<file path="config.mk">
export PLATFORM = sky130hd
export DESIGN_NAME = target_scheduler
export DESIGN_NICKNAME = d
export VERILOG_FILES = /design/src/rtl/target_scheduler_pkg.sv /design/src/rtl/target_scheduler_timer.sv /design/src/rtl/target_scheduler.sv
export SDC_FILE = /design/constraint.sdc
export NUM_CORES = 1
export LEC_CHECK = 0
export BUFFER_PORTS_ARGS = -buffer_cell sky130_fd_sc_hd__buf_4
export CAP_MARGIN = 30
export CORE_MARGIN = 2
export CORE_UTILIZATION = 55
export CTS_BUF_LIST = sky130_fd_sc_hd__clkbuf_8
export DETAILED_ROUTE_END_ITERATION = 8
export GPL_TIMING_DRIVEN = 0
export PLACE_DENSITY_LB_ADDON = 0.2
export SYNTH_ARGS = -nofsm -noshare
export SYNTH_HDL_FRONTEND = slang
export SYNTH_SLANG_ARGS = --single-unit
</file>
<file path="constraint.sdc">
create_clock -name clock_i -period 20 [get_ports clock_i]
set_clock_uncertainty 0.15 [all_clocks]
set_input_delay 0 -clock clock_i [delete_from_list [all_inputs] [get_ports clock_i]]
set_output_delay 0 -clock clock_i [all_outputs]
set_load 0.01 [all_outputs]
</file>
<file path="src/rtl/target_scheduler_pkg.sv">
// Shared types and helpers for the target-field round sequencer.
package target_scheduler_pkg;

  localparam int          IDX_W     = 4;
  localparam logic [31:0] SCORE_SAT = 32'hFFFF_FFFE;

  typedef enum logic [2:0] {
    ST_IDLE,
    ST_PICK,
    ST_SHOW,
    ST_GAP,
    ST_OVER
  } state_e;

  // Button activity seen during SHOW, decoded against the lit target.
  typedef struct packed {
    logic wrong;
    logic right;
  } press_t;

  // Show window for a given score: base minus score*step, floored at min_show.
  // Product kept in 64 b so a large score cannot wrap into a long window.
  function automatic logic [31:0] show_time(input logic [31:0] score,
                                            input logic [31:0] base,
                                            input logic [31:0] min_show,
                                            input logic [31:0] step);
    logic [63:0] dec;
    logic [31:0] val;
    dec = {32'd0, score} * {32'd0, step};
    if (dec >= {32'd0, base}) val = 32'd0;
    else                      val = base - dec[31:0];
    return (val < min_show) ? min_show : val;
  endfunction

endpackage

</file>
<file path="src/rtl/target_scheduler_timer.sv">
// Loadable 32-bit down-counter; done flags the last cycle of a window (count==1).
module target_scheduler_timer (
  input  logic        clock_i,
  input  logic        resetn_i,
  input  logic        load_i,
  input  logic [31:0] load_val_i,
  input  logic        en_i,
  output logic        done_o
);

  logic [31:0] cnt_q;

  always_ff @(posedge clock_i or negedge resetn_i) begin
    if (!resetn_i)                  cnt_q <= 32'd0;
    else if (load_i)                cnt_q <= load_val_i;
    else if (en_i && cnt_q != '0)   cnt_q <= cnt_q - 32'd1;
  end

  assign done_o = (cnt_q == 32'd1);

endmodule

</file>
<file path="src/rtl/target_scheduler.sv">
// Round sequencer: picks a target from the RNG, times the player, keeps score and misses.
module target_scheduler
  import target_scheduler_pkg::*;
#(
  parameter int unsigned NUM_TARGETS = 10,
  parameter int unsigned BASE_SHOW   = 25_000_000,
  parameter int unsigned MIN_SHOW    = 5_000_000,
  parameter int unsigned STEP        = 500_000,
  parameter int unsigned GAP_CYCLES  = 5_000_000,
  parameter int unsigned MAX_MISSES  = 3,
  parameter int unsigned MAX_RETRY   = 4
) (
  input  logic                   clock_i,
  input  logic                   resetn_i,
  input  logic                   start_i,
  input  logic [NUM_TARGETS-1:0] hit_i,
  input  logic [IDX_W-1:0]       rng_num_i,
  output logic [31:0]            rng_mod_o,
  output logic [NUM_TARGETS-1:0] target_o,
  output logic [IDX_W-1:0]       target_idx_o,
  output logic                   target_on_o,
  output logic [31:0]            score_o,
  output logic [3:0]             misses_o,
  output logic                   hit_pulse_o,
  output logic                   miss_pulse_o,
  output logic                   game_over_o
);

  localparam int               RW        = $clog2(MAX_RETRY + 2);
  localparam logic [RW-1:0]    RETRY_LIM = RW'(MAX_RETRY);
  localparam logic [IDX_W-1:0] LAST_IDX  = IDX_W'(NUM_TARGETS - 1);
  localparam logic [3:0]       MISS_LIM  = 4'(MAX_MISSES);

  state_e                 state_q;
  logic [NUM_TARGETS-1:0] hit_q, target_q;
  logic [IDX_W-1:0]       idx_q;
  logic                   on_q, hp_q, mp_q, go_q;
  logic [31:0]            score_q, rng_mod_q;
  logic [3:0]             misses_q;
  logic [RW-1:0]          retry_q;

  logic [NUM_TARGETS-1:0] edge_w, pick_oh;
  press_t                 press;
  logic                   rng_ok, retry_out, pick_take;
  logic [IDX_W-1:0]       fb_idx, pick_idx;
  logic                   hit_ev, miss_ev, last_miss;
  logic                   tmr_load, tmr_en, tmr_done;
  logic [31:0]            tmr_val;

  assign edge_w      = hit_i & ~hit_q;
  // target_q is one-hot of the lit index throughout SHOW, so it doubles as the mask
  assign press.right = |(edge_w & target_q);
  assign press.wrong = |(edge_w & ~target_q);

  assign rng_ok    = (rng_num_i <= LAST_IDX) && (rng_num_i != idx_q);
  assign retry_out = (retry_q == RETRY_LIM);
  assign fb_idx    = (idx_q == LAST_IDX) ? '0 : idx_q + 1'b1;
  assign pick_idx  = retry_out ? fb_idx : rng_num_i;
  assign pick_take = (state_q == ST_PICK) && (retry_out || rng_ok);
  assign pick_oh   = {{(NUM_TARGETS-1){1'b0}}, 1'b1} << pick_idx;

  // A wrong press beats a simultaneous right press; a press beats the timeout.
  assign miss_ev   = (state_q == ST_SHOW) && (press.wrong || (!press.right && tmr_done));
  assign hit_ev    = (state_q == ST_SHOW) && !press.wrong && press.right;
  assign last_miss = ((misses_q + 4'd1) == MISS_LIM);

  assign tmr_load = pick_take || hit_ev || (miss_ev && !last_miss);
  assign tmr_val  = pick_take ? show_time(score_q, BASE_SHOW, MIN_SHOW, STEP) : GAP_CYCLES;
  assign tmr_en   = (state_q == ST_SHOW) || (state_q == ST_GAP);

  target_scheduler_timer u_timer (
    .clock_i    (clock_i),
    .resetn_i   (resetn_i),
    .load_i     (tmr_load),
    .load_val_i (tmr_val),
    .en_i       (tmr_en),
    .done_o     (tmr_done)
  );

  always_ff @(posedge clock_i or negedge resetn_i) begin
    if (!resetn_i) begin
      state_q   <= ST_IDLE;
      hit_q     <= '0;
      target_q  <= '0;
      idx_q     <= '0;
      on_q      <= 1'b0;
      score_q   <= '0;
      misses_q  <= '0;
      hp_q      <= 1'b0;
      mp_q      <= 1'b0;
      go_q      <= 1'b0;
      rng_mod_q <= 32'd1;
      retry_q   <= '0;
    end else begin
      hit_q     <= hit_i;
      rng_mod_q <= score_q + 32'd1;
      hp_q      <= 1'b0;
      mp_q      <= 1'b0;
      case (state_q)
        ST_IDLE, ST_OVER: begin
          if (start_i) begin
            score_q  <= '0;
            misses_q <= '0;
            go_q     <= 1'b0;
            retry_q  <= '0;
            state_q  <= ST_PICK;
          end
        end
        ST_PICK: begin
          if (pick_take) begin
            idx_q    <= pick_idx;
            target_q <= pick_oh;
            on_q     <= 1'b1;
            retry_q  <= '0;
            state_q  <= ST_SHOW;
          end else begin
            retry_q  <= retry_q + 1'b1;
          end
        end
        ST_SHOW: begin
          if (miss_ev) begin
            mp_q     <= 1'b1;
            misses_q <= misses_q + 4'd1;
            target_q <= '0;
            on_q     <= 1'b0;
            go_q     <= last_miss;
            state_q  <= last_miss ? ST_OVER : ST_GAP;
          end else if (hit_ev) begin
            hp_q     <= 1'b1;
            score_q  <= (score_q == SCORE_SAT) ? score_q : score_q + 32'd1;
            target_q <= '0;
            on_q     <= 1'b0;
            state_q  <= ST_GAP;
          end
        end
        ST_GAP: begin
          if (tmr_done) begin
            retry_q <= '0;
            state_q <= ST_PICK;
          end
        end
        default: state_q <= ST_IDLE;
      endcase
    end
  end

  assign rng_mod_o    = rng_mod_q;
  assign target_o     = target_q;
  assign target_idx_o = idx_q;
  assign target_on_o  = on_q;
  assign score_o      = score_q;
  assign misses_o     = misses_q;
  assign hit_pulse_o  = hp_q;
  assign miss_pulse_o = mp_q;
  assign game_over_o  = go_q;

endmodule

</file>
==> results of run 1 <==
logic make-up (layout without fill, tap and decap cells):
kind of cell,Yosys count,after routing,synth area share
AND/OR/NAND/NOR,514,514,0.171
AO/OA/AOI/OAI,370,370,0.166
adder cells (fa/ha/maj),328,328,0.330
buffers and inverters,220,374,0.0558
flip-flops,134,134,0.216
XOR/XNOR,89,89,0.0503
multiplexers,16,16,0.0111
synth_stat cells, types with 14 or more instances:
| master | count |
|---|---|
| clkbuf_1 | 39 |
| nand4_1 | 23 |
| nand3b_1 | 14 |
| xor2_1 | 24 |
| nor2_1 | 104 |
| a21o_1 | 26 |
| nand2_1 | 135 |
| dfrtp_1 | 133 |
| o21ai_0 | 85 |
| ha_1 | 193 |
| o21a_1 | 18 |
| xnor2_1 | 65 |
| and2_1 | 17 |
| inv_1 | 166 |
| nor3_1 | 34 |
| a21oi_1 | 77 |
| and3_1 | 29 |
| fa_1 | 135 |
| nor3b_1 | 15 |
| nand3_1 | 55 |
| or3_1 | 18 |
| o211ai_1 | 16 |
| nor4_1 | 20 |
layout by cell type (no fill, tap or decap), types with 34 or more instances in the layout:
cell type    n
nand2_1    135
ha_1       193
nor3_1      34
nor2_1     104
buf_4      104
dfrtp_1    133
a21oi_1     77
o21ai_0     85
nand3_1     55
fa_1       135
clkbuf_1    39
inv_1      166
xnor2_1     65
worst reg2reg max path, cell delays in order, from the launching register on:
cell       delay, ns
dfrtp_1         0.54
clkbuf_1        0.38
inv_1           0.24
fa_1            0.57
inv_1           0.06
fa_1            0.52
fa_1            0.59
fa_1            0.44
ha_1            0.33
fa_1            0.47
ha_1            0.42
a21oi_1         0.20
o21ai_0         0.17
and2_0          0.26
or3_4           0.41
o311ai_4        0.36
nand4_1         0.28
a2111oi_2       0.38
nand4_1         0.19
nor4_4          0.71
buf_6           0.24
o311ai_1        0.13
o21a_1          0.13
layer usage:
layer	vias to the layer above	track usage	share of wire	wire (um)
li1	6140	-	-	-
met1	6342	0.342	0.44	16900
met4	0	0.103	0.036	1380
met3	88	0.0373	0.045	1720
met2	350	0.458	0.48	18500
met5	-	0	0	0
layout make-up:
| type | instances | area share |
|---|---|---|
| Tap cell | 378 | 0.0271 |
| Multi-Input combinational cell | 1317 | 0.648 |
| Clock buffer | 18 | 0.0142 |
| Sequential cell | 134 | 0.192 |
| Clock inverter | 14 | 0.0113 |
| Buffer | 53 | 0.0137 |
| Timing Repair Buffer | 122 | 0.0575 |
| Inverter | 167 | 0.0360 |
state kept, by name, summed over array words and instances, names as in the netlist, 3 cells and up:
register / flops
rng_mod_o: 32
score_o: 32
u_timer.cnt_q: 32
hit_q: 10
target_o: 10
misses_o: 4
target_idx_o: 4
retry_q: 3
state_q: 3
stage by stage:
stage          instance area [sq um]  std cells  hold WS, ns  setup WS, ns   util
2_1_floorplan                  15500       1671       -0.446         12.94      -
3_3_place_gp                   16700       2151      -0.0271         11.91  0.603
3_5_place_dp                   16800       2153       -0.150         11.86  0.604
4_1_cts                        17400       2203       0.0275         11.74  0.627
5_1_grt                        17400       2203       0.0369         11.22  0.627
6_report                       17400       2203       0.0389         11.70  0.627
worst max-delay path by stage:
| stage | from | to | slack (ns) |
|---|---|---|---|
| 2_1_floorplan | score_o[2] | u_timer.cnt_q[11] | 12.94 |
| 3_3_place_gp | score_o[2] | u_timer.cnt_q[8] | 11.91 |
| 3_5_place_dp | score_o[2] | u_timer.cnt_q[8] | 11.86 |
| 4_1_cts | score_o[2] | u_timer.cnt_q[8] | 11.74 |
| 5_1_grt | score_o[2] | u_timer.cnt_q[18] | 11.22 |
| 6_report | score_o[2] | u_timer.cnt_q[8] | 11.70 |
power groups by stage:
stage | logic, mW | clock network, mW | registers (mW)
after global routing | 0.414 | 0.274 | 0.349
after global placement | 0.358 | 0 | 0.347
after floorplan | 0.248 | 0 | 0.347
final | 0.373 | 0.258 | 0.343
after CTS | 0.371 | 0.261 | 0.343
after detailed placement | 0.366 | 0 | 0.348
what timing repair did:
item,4_1_cts,5_1_grt
hold buffers,18,0
hold endpoints to repair,160,0
setup buffers,0,0
==> out/summary.txt, run 1 <==
Status: complete, no violations
P_leak: 9.31 nW
Initial antenna violation count: 0
Iteration-0 DRC Markers: 799
Diode count: 0
DR vias: 12,920
FF/Latch Area: 0.00335 sq mm
Period Utilization, post-route: 0.415
Reg clk slew, reported paths: 0.08 ns
Worst Hold Depth: 2
Crit. End Element: flop
Crit path cell chain: clkbuf_1 > inv_1 > fa_1 > inv_1 > fa_1 > fa_1 > fa_1 > ha_1 > fa_1 > ha_1 > a21oi_1 > o21ai_0 > and2_0 > or3_4 > o311ai_4 > nand4_1 > a2111oi_2 > nand4_1 > nor4_4 > buf_6 > o311ai_1 > o21a_1
DRC: 0
# fillers: 2,412
Reg2reg end: u_timer.cnt_q[8]
Row count: 61
Flop pwr share: 0.352
First-pass GRT wire length: 62,600 um
FFs w/ async S/R, synth: 1.00
TritonCTS buffer count: 17
Most frequent CP cell: fa_1
FF-to-FF Start: score_o[2]
Clock Path Buffers: 2
# setup viols final: 0
Vias in the first global route: 12,675
DR vias/cell: 5.86
Final Critical Period: 8.30 ns
Hold path endpoint: hit_q[0]
Pre-antenna DRT Iters: 6
Yosys top cell area share: 0.215
Peak supply drop: 0.0388 mV
CTS H-tree depth: 4
Clk pwr share: 0.264
Multi-input logic area: 0.0113 sq mm
WP depth: 22
Layout Area Growth over Synthesis: 12.4%
CTS resizes: 0
Internal power: 0.591 mW
Netlist cell types: 96
Total power: 0.974 mW
Bufs and invs on worst path: 4
Drt wl/cell: 17.5 um
Largest net degree at the start of global routing: 81
Setup_tns: 0 ns
Average size of a mapped cell: 9.28 sq um
GRT Resource Usage Total: 0.267
Arrival @ worst endpoint: 8.51 ns
Total grt overflow: 0
Critical Path RT: 20.21 ns
Worst-Skew Late Latency: 0.47 ns
Synth top area cells: dfrtp_1, fa_1, ha_1
Gate power share: 0.383
Synth Net Count: 2,016
Final hold violation count: 0
CP max stage cell: nor4_4
Clock Tree Root: clkbuf_8
Max Freq: 121 MHz
Layout cells sized above 1: 0.110
R2R Setup Slk: 11.70 ns
Routed Antenna Nets: 0
Chip height: 172 um
Yosys warns: 0
Seq/Total Area, Yosys: 0.216
Hold Path Origin: hit_i[0]
Slew Limit Fails: 0
Power Density: 55.9 mW/mm^2
Total Nets Final: 2,157
P_sw: 0.383 mW
Gate Count Post-Synth: 1,671
I/O pins: 103
Yosys top cell by area: dfrtp_1
Sw frac: 0.393
Drt total wl: 38,500 um
CTS tree: done
Chip width: 172 um
Worst hold-check path type: input pin to flop
Flops & latches, synth: 134
RSZ-0062 raised after global routing: no
CTS sink count: 134
Crit-path max FO: 10
Starting Density: 0.558
Core Region: 0.0278 sq mm
Cell family with most CP delay: adder cells
EDFF count, synth: 0
Worst slew pin tran: 0.903 ns
Crit path kind: flop to flop
Reg2Reg Depth: 22
Full die area: 0.0296 sq mm
Largest stage delay, worst path: 0.71 ns
DP Wirelength: 30,300 um
Input/output buffers: 102
Synth Cell Area: 0.0155 sq mm
Synth Flop Type: dfrtp_1
CP startpoint kind: flop
Global placement routability congestion: 0.878
Max transition margin: 0.398
Max_cap viols: 0
Power figures use the tool's default switching activity.
==> run 2, diff against run 1 <==
ABC_AREA = 1   (was unset)
clock period = 8.6 ns   (was 20 ns; I/O delays follow)
==> out/summary.txt, run 2 <==
Status: complete, no violations
Seq/Total Area, Yosys: 0.211 (-0.00490)
Starting Density: 0.556 (-0.00239)
Full die area: 0.0302 sq mm (+2.3%)
Average size of a mapped cell: 7.47 sq um (-19%)
Critical Path RT: 8.85 ns (-11.36 ns)
CTS resizes: 0 (unchanged)
Gate Count Post-Synth: 2,123 (+27%)
Max Freq: 134 MHz (+11%)
Chip width: 174 um (+1.1%)
Setup Buffers After CTS: 0 (unchanged)
Row count: 62 (+1.6%)
TritonCTS buffer count: 17 (unchanged)
CTS H-tree depth: 4 (unchanged)
GRT Resource Usage Total: 0.284 (+0.0169)
Global placement routability congestion: 0.936 (+6.6%)
CP max stage cell: dfrtp_1
Yosys warns: 0 (unchanged)
Worst hold-check path type: input pin to flop
Synth Area in Compound Gates: 0.0696 (-0.0964)
DR vias: 14,028 (+8.6%)
Crit path kind: flop to flop
Arrival @ worst endpoint: 7.73 ns (-0.78 ns)
DP Wirelength: 33,900 um (+12%)
Yosys top cell by area: dfrtp_1
Simple logic cell fraction of the synthesized area: 0.255 (+0.0841)
Layout cells sized above 1: 0.0707 (-0.0389)
Vias in the first global route: 14,103 (+11%)
Period Utilization, post-route: 0.871 (+0.456)
Crit-path max FO: 10 (unchanged)
CTS tree: done
Largest net degree at the start of global routing: 76 (-6.2%)
Yosys top cell area share: 0.210 (-0.00486)
Diode count: 0 (unchanged)
Crit. End Element: flop
Iteration-0 DRC Markers: 1,003 (+26%)
Total Nets Final: 2,610 (+21%)
DR vias/cell: 5.27 (-10%)
Most frequent CP cell: fa_1
EDFF count, synth: 0 (unchanged)
Slew Limit Fails: 0 (unchanged)
RSZ-0062 raised after global routing: no
# setup viols final: 0 (unchanged)
Netlist cell types: 53 (-45%)
Post-Synth Adder-Cell Area: 0.323 (-0.00747)
Clock Tree Root: clkbuf_8
Finished Core Util: 0.621 (-0.00666)
Synth top area cells: dfrtp_1, fa_1, ha_1
Final Critical Period: 7.49 ns (-0.811 ns)
# fillers: 2,671 (+11%)
Max transition margin: 0.385 (-0.0127)
Worst slew pin tran: 0.899 ns (-0.00419 ns)
Synth Net Count: 2,468 (+22%)
Peak supply drop: 0.124 mV (+220%)
Synth Flop Type: dfrtp_1
Largest family of logic cells by synthesized area: adder cells
Synth Area in XOR/XNOR: 0.0364 (-0.0139)
Layout Area Growth over Synthesis: 11.7%
Drt wl/cell: 15.4 um (-12%)
Clock Path Buffers: 2 (unchanged)
P_leak: 10.5 nW (+13%)
CTS sink count: 134 (unchanged)
Power Density: 137 mW/mm^2 (+150%)
First-pass GRT wire length: 68,800 um (+10%)
Total grt overflow: 0 (unchanged)
Largest stage delay, worst path: 0.66 ns (-0.05 ns)
Commonest cells post-synth: nand2_1, inv_1, nor2_1
Drt total wl: 41,000 um (+6.5%)
Pre-antenna DRT Iters: 5 (-1)
Initial antenna violation count: 0 (unchanged)
Core Region: 0.0285 sq mm (+2.8%)
DRC: 0 (unchanged)
Worst-Skew Late Latency: 0.48 ns (about the same)
Flops & latches, synth: 134 (unchanged)
CP startpoint kind: flop
Input/output buffers: 102 (unchanged)
FFs w/ async S/R, synth: 1.00 (unchanged)
Final hold violation count: 0 (unchanged)
Synth Cell Area: 0.0159 sq mm (+2.3%)
Setup_tns: 0 ns (unchanged)
Routed Antenna Nets: 0 (unchanged)
Top-count cell post-synth: nand2_1
Hold Buf Count CTS: 20 (+2)
Chip height: 174 um (+1.1%)
Reg clk slew, reported paths: 0.07 ns (about the same)
I/O pins: 103 (unchanged)
Most common cell after layout, fill and taps aside: nand2_1
Most frequent cells in the layout: nand2_1, inv_1, nor2_1, ha_1, nand3_1
Post-synthesis mux area share: 0 (-0.0111)
Max_cap viols: 0 (unchanged)
run 2: changes by cell type after synthesis, moves of 15 or more:
cell / change
or3_1: -18
inv_1: +253
a21oi_1: -15
xor2_1: +30
clkbuf_1: -26
and3_1: -27
nor2_1: +93
xnor2_1: -55
nand3_1: +83
a21o_1: -23
and2_1: -16
nand2_1: +389
run 2: worst paths after layout:
kind                                   from          endpoint  slack (ns)  cells past startpoint
max in group asynchronous          resetn_i       score_o[15]        7.44                      4
worst min-delay path               hit_i[7]          hit_q[7]        0.04                      2
worst max-delay path            score_o[12]  u_timer.cnt_q[7]        1.11                     28
min in group asynchronous          resetn_i      rng_mod_o[0]        0.47                      3
worst min register to register  target_on_o       target_on_o        0.34                      2
worst max register to register  score_o[12]  u_timer.cnt_q[7]        1.11                     28
run 2: where the power goes:
group | total [mW] | internal [mW] | leakage [nW] | switching [mW]
combinational | 1.08 | 0.355 | 8.52 | 0.727
sequential | 0.863 | 0.748 | 1.77 | 0.115
clock | 0.488 | 0.232 | 0.191 | 0.256
run 2: logic make-up after synthesis:
| kind of cell | Yosys count |
|---|---|
| AOI/OAI and AO/OA | 198 |
| xor gates and xnor gates | 65 |
| adders and majority gates | 328 |
| buffers and inverters | 441 |
| DFF | 134 |
| and+or+nand+nor | 957 |
run 2: cell type report:
type                            count  area, sq um  share of cell area
Buffer                             20         93.8             0.00530
Clock buffer                       18          248              0.0140
Clock inverter                     13          109             0.00614
Inverter                          421         1580              0.0892
Multi-Input combinational cell   1548        10800               0.612
Sequential cell                   134         3350               0.189
Tap cell                          384          480              0.0271
Timing Repair Buffer              123         1010              0.0573
run 2: metal layers:
layer	wire, um	GRT usage	part of all wire
met5	0	0	0
met4	1080	0.0910	0.026
met3	2050	0.0393	0.050
met2	20800	0.518	0.51
met1	17100	0.345	0.42
run 2: worst max-delay path, delay by kind of cell (launching register included):
kind / cells / cell delay (ns)
and+or+nand+nor: 14 / 2.34
DFF: 1 / 0.66
buffers and inverters: 6 / 0.80
adders and majority gates: 7 / 3.30
AOI/OAI and AO/OA: 1 / 0.16
run 2: stage by stage:
| stage | cells | worst slack [ns] | area (sq um) | power (mW) | hold WS [ns] |
|---|---|---|---|---|---|
| floorplan | 2123 | 2.44 | 15900 | 1.58 | -0.446 |
| global placement | 2609 | 1.27 | 17100 | 1.89 | -0.0293 |
| detailed placement | 2610 | 1.23 | 17100 | 1.93 | -0.135 |
| CTS | 2661 | 1.19 | 17700 | 2.43 | 0.00816 |
| global route | 2661 | 0.742 | 17700 | 2.62 | 0.0258 |
| finish | 2661 | 1.11 | 17700 | 2.43 | 0.0372 |
==> run 3, diff against run 2 <==
--- a/config.mk
+++ b/config.mk
@@ -8,3 +8,2 @@
 export ABC_AREA = 1
-export BUFFER_PORTS_ARGS = -buffer_cell sky130_fd_sc_hd__buf_4
 export CAP_MARGIN = 30
@@ -14,2 +13,3 @@
 export DETAILED_ROUTE_END_ITERATION = 8
+export DONT_BUFFER_PORTS = 1
 export GPL_TIMING_DRIVEN = 0
==> constraint.sdc (replaced) <==
create_clock -name clock_i -period 8.6 [get_ports clock_i]
set_clock_uncertainty 0.15 [all_clocks]
set_input_delay 1.72 -clock clock_i [delete_from_list [all_inputs] [get_ports clock_i]]
set_output_delay 1.72 -clock clock_i [all_outputs]
set_load 0.01 [all_outputs]
==> out/summary.txt, run 3 (synthesized netlist as in run 2, its figures left out) <==
Hold Buf Count CTS: 0 (-100%)
Iteration-0 DRC Markers: 956 (-4.7%)
Worst-Skew Late Latency: 0.49 ns (about the same)
CP startpoint kind: flop
# setup viols final: 0 (unchanged)
Max transition margin: 0.387 (+0.00217)
Power Density: 146 mW/mm^2 (+6.3%)
Total grt overflow: 0 (unchanged)
Setup_tns: 0 ns (unchanged)
Layout Area Growth over Synthesis: 5.67%
Hold Path Origin: u_timer.cnt_q[19]
Period Utilization, post-route: 0.869 (-0.00211)
Reg2Reg Depth: 28 (unchanged)
Peak supply drop: 0.140 mV (+13%)
Worst hold-check path type: flop to flop
Layout cells sized above 1: 0.0278 (-0.0429)
Chip height: 174 um (unchanged)
Hold path endpoint: u_timer.cnt_q[19]
First-pass GRT wire length: 68,300 um (-0.77%)
DRC: 0 (unchanged)
DR vias/cell: 5.37 (+1.8%)
R2R Setup Slk: 1.13 ns (+0.02 ns)
Finished Layout Cells: 2,539 (-4.6%)
Setup Buffers After CTS: 0 (unchanged)
WHS: 0.370 ns (+0.333 ns)
Most common cell after layout, fill and taps aside: nand2_1
Input/output buffers: 0 (-100%)
CTS tree: done
Diode count: 0 (unchanged)
Arrival @ worst endpoint: 7.73 ns (about the same)
Worst Hold Depth: 2 (unchanged)
Placed cells: 2,507 (-3.9%)
Pre-antenna DRT Iters: 6 (+1)
GRT Resource Usage Total: 0.282 (-0.00163)
Final Critical Period: 7.47 ns (-0.0181 ns)
DR vias: 13,631 (-2.8%)
Final hold violation count: 0 (unchanged)
Max_cap viols: 0 (unchanged)
Global placement routability congestion: 0.930 (-0.59%)
Reg clk slew, reported paths: 0.09 ns (+0.02 ns)
Bufs and invs on worst path: 6 (unchanged)
CP max stage cell: dfrtp_1
TritonCTS buffer count: 17 (unchanged)
Max Freq: 134 MHz (+0.24%)
CTS sink count: 134 (unchanged)
RSZ-0062 raised after global routing: no
Status: complete, no violations
Worst slew pin tran: 0.896 ns (-0.00317 ns)
Largest stage delay, worst path: 0.66 ns (about the same)
Crit path kind: flop to flop
Cell family with most CP delay: adder cells
Slew Limit Fails: 0 (unchanged)
DP Wirelength: 33,300 um (-1.8%)
Full die area: 0.0302 sq mm (unchanged)
FF-to-FF Start: score_o[11]
Drt total wl: 40,400 um (-1.5%)
Clock Tree Root: clkbuf_8
Drt wl/cell: 15.9 um (+3.3%)
Critical Path RT: 8.86 ns (about the same)
Routed Antenna Nets: 0 (unchanged)
Row count: 62 (unchanged)
Reg2reg end: u_timer.cnt_q[5]
Crit-path max FO: 10 (unchanged)
Chip width: 174 um (unchanged)
Core Region: 0.0285 sq mm (unchanged)
Starting Density: 0.556 (unchanged)
Crit. End Element: flop
Vias in the first global route: 13,874 (-1.6%)
CTS H-tree depth: 4 (unchanged)
Most frequent cells in the layout: nand2_1, inv_1, nor2_1, ha_1, nand3_1
CTS resizes: 0 (unchanged)
Clock Path Buffers: 2 (unchanged)
Total Nets Final: 2,487 (-4.7%)
Largest net degree at the start of global routing: 135 (+78%)
I/O pins: 103 (unchanged)
Most frequent CP cell: fa_1
P_leak: 9.85 nW (-6.0%)
Initial antenna violation count: 0 (unchanged)
run 3: cell types whose count changed in the layout (fill, tap and decap cells not counted), moves of 2 or more:
| cell | delta |
|---|---|
| inv_6 | +2 |
| bufinv_16 | +2 |
| clkinv_4 | -3 |
| buf_4 | -101 |
| inv_1 | -2 |
| dlygate4sd3_1 | -19 |
| buf_16 | -2 |
run 3: worst reg2reg max path: cells and delay by family (launching register included):
family	cells	cell delay [ns]
AO/OA/AOI/OAI	1	0.17
buffers and inverters	6	0.82
AND/OR/NAND/NOR	14	2.30
flip-flops	1	0.66
adder cells (fa/ha/maj)	7	3.32
run 3: stage by stage:
stage | total power, mW | cell area (sq um) | setup WS, ns | util
after floorplan | 1.58 | 15900 | 2.44 | -
after global placement | 1.83 | 16300 | 1.26 | 0.573
after detailed placement | 1.86 | 16300 | 1.19 | 0.573
after CTS | 2.43 | 16800 | 1.16 | 0.587
after global routing | 2.62 | 16800 | 0.659 | 0.587
final | 2.45 | 16800 | 1.13 | 0.587
run 3: power breakdown:
| group | switching, mW | internal (mW) | total, mW |
|---|---|---|---|
| sequential | 0.140 | 0.748 | 0.888 |
| clock | 0.274 | 0.297 | 0.571 |
| combinational | 0.686 | 0.302 | 0.988 |
run 3: worst max path at each step:
| stage | to | from | slack, ns | cells after the start |
|---|---|---|---|---|
| detailed placement | u_timer.cnt_q[5] | score_o[11] | 1.19 | 28 |
| finish | u_timer.cnt_q[5] | score_o[11] | 1.13 | 28 |
| global placement | u_timer.cnt_q[26] | score_o[12] | 1.26 | 30 |
| global route | u_timer.cnt_q[26] | score_o[11] | 0.66 | 28 |
| floorplan | u_timer.cnt_q[24] | score_o[11] | 2.44 | 32 |
| CTS | u_timer.cnt_q[5] | score_o[12] | 1.16 | 28 |
run 3: cell type report:
class | count | area (sq um)
plain buffers | 20 | 93.8
clock buffers | 18 | 248
clock inverters | 14 | 171
fillers | 2680 | 11800
inverters | 421 | 1580
multi-input cells | 1548 | 10800
flip-flops and latches | 134 | 3350
well taps | 384 | 480
run 3: layer usage:
layer / wire length [um] / GRT usage
met5: 0 / 0
met4: 1250 / 0.0984
met3: 2590 / 0.0601
met2: 20100 / 0.503
met1: 16400 / 0.337
